$ cat config.mk
export PLATFORM = sky130hd
export DESIGN_NAME = ct_loader
export DESIGN_NICKNAME = d
export VERILOG_FILES = /design/src/rtl/ct_loader_pkg.sv /design/src/rtl/ct_loader.sv
export SDC_FILE = /design/constraint.sdc
export NUM_CORES = 1
export LEC_CHECK = 0
export BUFFER_PORTS_ARGS = -buffer_cell sky130_fd_sc_hd__buf_4
export CORE_UTILIZATION = 35
export CTS_BUF_LIST = sky130_fd_sc_hd__clkbuf_2 sky130_fd_sc_hd__clkbuf_4 sky130_fd_sc_hd__clkbuf_8
export DETAILED_ROUTE_END_ITERATION = 12
export PLACE_DENSITY = 0.64
export SYNTH_ARGS = -nofsm -noshare
export SYNTH_HDL_FRONTEND = slang
export SYNTH_SLANG_ARGS = --single-unit
$ cat constraint.sdc
create_clock -name clk -period 2 [get_ports clk]
set_clock_uncertainty 0.15 [all_clocks]
set_input_delay 0.4 -clock clk [delete_from_list [all_inputs] [get_ports clk]]
set_output_delay 0.4 -clock clk [all_outputs]
set_load 0.01 [all_outputs]
$ cat src/rtl/ct_loader_pkg.sv
// Shared decrypt constants: default element count and width, derived
// geometry helpers for the ciphertext RAM, and the loader state encoding.
package ct_loader_pkg;

   localparam int CT_N = 7;   // ciphertext elements per load
   localparam int CT_M = 4;   // element width in bits
   localparam int CT_D = 5;   // elements packed per RAM row

   // Ceiling log2; returns 0 for v <= 1.
   function automatic int ct_clog2(input int v);
      int r;
      r = 0;
      for (int p = 1; p < v; p = p * 2) r = r + 1;
      return r;
   endfunction

   // Packed row width.
   function automatic int ct_width(input int m, input int d);
      return m * d;
   endfunction

   // Number of RAM rows needed to hold n elements, d per row.
   function automatic int ct_depth(input int n, input int d);
      return (n + d - 1) / d;
   endfunction

   // Row address width, never narrower than one bit.
   function automatic int ct_aw(input int n, input int d);
      int a;
      a = ct_clog2(ct_depth(n, d));
      return (a < 1) ? 1 : a;
   endfunction

   typedef enum logic [1:0] {
      ST_IDLE  = 2'd0,
      ST_FILL  = 2'd1,
      ST_FLUSH = 2'd2,
      ST_DONE  = 2'd3
   } ct_state_t;

endpackage

$ cat src/rtl/ct_loader.sv
// Ciphertext loader: accepts N elements over a valid/ready stream, packs
// them D per row (slot 0 at the LSBs) and writes each completed row to the
// ciphertext single-port RAM, then pulses done to kick off decryption.
module ct_loader
   import ct_loader_pkg::*;
#(
   parameter int N = CT_N,
   parameter int M = CT_M,
   parameter int D = CT_D,
   localparam int WIDTH = ct_width(M, D),
   localparam int AW    = ct_aw(N, D)
) (
   input  logic             clk,
   input  logic             rst_b,
   input  logic             load,
   output logic             busy,
   input  logic             in_valid,
   input  logic [M-1:0]     in_data,
   output logic             in_ready,
   output logic [AW-1:0]    mem_addr,
   output logic [WIDTH-1:0] mem_dout,
   output logic             mem_we,
   output logic             done
);

   localparam int CW = ct_clog2(N) + 1;
   localparam int SW = (ct_clog2(D) < 1) ? 1 : ct_clog2(D);

   ct_state_t        state_reg, state_next;
   logic [CW-1:0]    elem_cnt_reg, elem_cnt_next;
   logic [SW-1:0]    slot_reg, slot_next;
   logic [AW-1:0]    row_reg, row_next;
   logic [WIDTH-1:0] pack_reg, pack_next;
   logic             we_reg, we_next;
   logic [AW-1:0]    addr_reg, addr_next;
   logic [WIDTH-1:0] dout_reg, dout_next;

   logic             hs;
   logic             last_elem;
   logic             row_full;
   logic [WIDTH-1:0] pack_ins;

   assign in_ready  = (state_reg == ST_FILL);
   assign busy      = (state_reg == ST_FILL) || (state_reg == ST_FLUSH);
   assign done      = (state_reg == ST_DONE);
   assign mem_we    = we_reg;
   assign mem_addr  = addr_reg;
   assign mem_dout  = dout_reg;

   assign hs        = in_valid && in_ready;
   assign last_elem = (elem_cnt_reg == CW'(N - 1));
   assign row_full  = (slot_reg == SW'(D - 1)) || last_elem;

   // Current pack register with the incoming element dropped into its slot;
   // untouched slots keep their contents (zero if not yet filled this row).
   genvar gi;
   generate
      for (gi = 0; gi < D; gi++) begin : g_slot
         assign pack_ins[gi*M +: M] = (slot_reg == SW'(gi)) ? in_data
                                                            : pack_reg[gi*M +: M];
      end
   endgenerate

   // State, counters, pack register and the registered RAM write port.
   always_ff @(posedge clk) begin
      if (!rst_b) begin
         state_reg    <= ST_IDLE;
         elem_cnt_reg <= '0;
         slot_reg     <= '0;
         row_reg      <= '0;
         pack_reg     <= '0;
         we_reg       <= 1'b0;
         addr_reg     <= '0;
         dout_reg     <= '0;
      end else begin
         state_reg    <= state_next;
         elem_cnt_reg <= elem_cnt_next;
         slot_reg     <= slot_next;
         row_reg      <= row_next;
         pack_reg     <= pack_next;
         we_reg       <= we_next;
         addr_reg     <= addr_next;
         dout_reg     <= dout_next;
      end
   end

   // Next-state logic: session start, per-element packing, row commit, drain.
   always_comb begin
      state_next    = state_reg;
      elem_cnt_next = elem_cnt_reg;
      slot_next     = slot_reg;
      row_next      = row_reg;
      pack_next     = pack_reg;
      we_next       = 1'b0;
      addr_next     = addr_reg;
      dout_next     = dout_reg;

      case (state_reg)
         ST_IDLE: begin
            if (load) begin
               state_next    = ST_FILL;
               elem_cnt_next = '0;
               slot_next     = '0;
               row_next      = '0;
               pack_next     = '0;
            end
         end
         ST_FILL: begin
            if (hs) begin
               elem_cnt_next = elem_cnt_reg + CW'(1);
               if (row_full) begin
                  // Commit the row (including this element) and start a fresh one.
                  we_next   = 1'b1;
                  addr_next = row_reg;
                  dout_next = pack_ins;
                  pack_next = '0;
                  slot_next = '0;
                  row_next  = row_reg + AW'(1);
               end else begin
                  pack_next = pack_ins;
                  slot_next = slot_reg + SW'(1);
               end
               if (last_elem) begin
                  state_next = ST_FLUSH;
               end
            end
         end
         ST_FLUSH: state_next = ST_DONE;
         ST_DONE:  state_next = ST_IDLE;
         default:  state_next = ST_IDLE;
      endcase
   end

endmodule

==> results.yml <==
finish:
  fin_cells: 364
  multi_input_area_sq_um: 1230
  num_antenna_cells: 0
  area_delta_synth_final_pct: 24.1
  nets: 305
  finalInstanceArea_sq_um: 2930
  fillCellCount: 603
  seq_area_sq_um: 1040
  drive_above_1_share_pct: 25.4
sta:
  period_needed_ns: 1.88
  clock.fmax_mhz: 532
  hold_viol_final: 0
  setup_viol: 0
  layout_setup_ws_ns: 0.122
  slew_viol_final: 0
  maxSlewHeadroom_pct: 74.1
  min_period_over_period_pct: 93.9
  worstMarginPinSlew_ns: 0.389
  hold_slack_ns: 0.314
global_route:
  grt.overflow.total: 0
  grt_pass1_vias: 1791
  grt_max_degree: 34
  grt_usage_pct: 15.1
  grt_pass1_wl_mm: 8.58
  grt_antenna_before_repair: 0
critical_path:
  startpoint_type: "register"
  critPathMaxFanout: 8
  r2r_cells: 6
  critPathKind: "register to register"
  required_ns: 2.10
  cp-end-kind: "register"
  crit_arrival_ns: 1.98
synthesis:
  syn_nets: 263
  synth_seq_cells: 52
  syn_avg_cell_area_sq_um: 9.69
  ys.flop_type: "dfxtp_1"
  synth_enable_flop_cells: 0
  synth_cells: 244
  yosysUniqueCellTypes: 32
  async_flop_share_pct: 0
  netlist_area_sq_um: 2360
  ys_warn_count: 0
  yosysSeqAreaShare_pct: 44.0
cts:
  tritoncts: "done"
  cts_resized: 0
  hold_buffers: 0
  cts_setup_buffers: 0
  cts_max_level: 2
  cts_root_buf: "clkbuf_8"
  cts_buffers: 5
  worst_skew_pair.late_latency_ns: 0.30
  clk_pin_slew_ns: 0.09
  clock_path_buffers: 2
  cts.sinks: 52
routing:
  vias: 1790
  route.detailed.drc: 2
  first_iter_violations: 107
  routed_wl_mm: 4.94
  post_drt_wl_per_cell_um: 13.6
  ant_nets: 0
  drt-vias-per-instance: 4.92
  first_pass_iters: 8
placement:
  placedCellCount: 356
  globalplace.congestion: 0.737
  placed_cell_area_sq_um: 2820
  port_buffers: 32
  dpl_worst_slack_ns: 0.0161
  dp_hpwl_mm: 3.46
floorplanning:
  rows: 29
  die-area_sq_um: 7090
  io-pin-count: 33
  die_w_um: 84.2
  dieHeight_um: 84.2
  start_util_pct: 36.8
  core_area_sq_um: 6420
power_and_ir_drop:
  power.density_nw_per_um2: 825
  p_leak_nw: 1.39
  ir_worst_vdd_uv: 360
worst_hold_path:
  whs_path_depth: 2
  worstHoldPathType: "register to register"
outcome:
  outcome: "finished, violations left"
  failed_checks: "design-rule violations"
job:
  maxCapViolCount: 0
[metrics by stage]
| stage | utilization [%] | power, mW | TNS [ns] |
|---|---|---|---|
| after floorplan | - | 1.52 | 0 |
| after global placement | 44.0 | 1.80 | 0 |
| after detailed placement | 44.0 | 1.80 | 0 |
| after CTS | 45.5 | 2.43 | 0 |
| after global routing | 45.7 | 2.57 | -0.00383 |
| final | 45.7 | 2.42 | 0 |
[critical path: stages (launching register included)]
cell	delay, ns
dfxtp_1	0.36
inv_1	0.07
ha_1	0.21
nor2b_1	0.16
or4b_4	0.61
o2bb2ai_1	0.15
and2_1	0.13
[per-layer routing]
metal / part of all wire [%] / global-route usage (%) / vias up
met5: 0 / 0 / -
met4: 0.69 / 4.23 / 0
met3: 2.3 / 3.15 / 2
met2: 46 / 24.7 / 21
met1: 51 / 20.2 / 834
li1: - / - / 933
[final cells by class]
cell class	instances	share of cell area (%)
multi-input cells	166	42.0
flip-flops and latches	52	35.5
repair buffers	54	15.1
well taps	77	3.28
clock buffers	5	2.35
clock inverters	3	0.896
inverters	7	0.896
[power by group]
group / internal [mW] / switching (mW)
Combinational: 0.331 / 0.386
Clock: 0.256 / 0.362
Sequential: 1.07 / 0.0178
[layout by cell type, fill, tap and decap left out, types with 2 or more instances in the layout]
cell type	instances
and3_1	12
mux2i_1	18
o21ai_0	12
clkinv_4	2
o211a_1	4
dfxtp_1	51
o2bb2ai_1	3
nand3_1	7
ha_1	11
nand2_1	22
a21oi_1	3
xnor2_1	3
nor2b_1	18
mux2_2	4
nor2_1	4
buf_12	3
a21o_1	13
nor3_1	3
inv_1	7
a22o_1	12
and2_1	5
clkbuf_8	5
buf_4	51
[final timing paths]
path / start / to / slack (ns)
max: state_reg[0] / pack_reg[12] / 0.12
min: mem_addr / mem_addr / 0.31
max reg2reg: state_reg[0] / pack_reg[12] / 0.12
min reg2reg: mem_addr / mem_addr / 0.31
[cells in the mapped netlist, types with 3 or more instances]
cell,instances,area (sq um)
a21o_1,13,97.6
a21oi_1,3,15.0
a22o_1,12,105
and2_1,5,31.3
and3_1,12,75.1
buf_2,7,35.0
clkbuf_1,11,41.3
dfxtp_1,52,1040
ha_1,11,138
inv_1,7,26.3
mux2_2,4,45.0
mux2i_1,19,190
nand2_1,22,82.6
nand3_1,7,35.0
nor2_1,4,15.0
nor2b_1,18,113
nor3_1,3,15.0
o211a_1,4,40.0
o21ai_0,12,60.1
o2bb2ai_1,4,35.0
xnor2_1,3,26.3
[kinds of logic (layout without fill, tap and decap cells)]
kind of cell,Yosys count,count (layout),synth area share [%]
compound gates,52,52,16.2
xor+xnor,3,3,1.11
fa+ha+maj,11,11,5.82
buf+inv,26,69,4.50
flops,52,52,44.0
mux,23,23,9.95
simple gates,77,77,18.4
(Power assumes the default switching activity.)
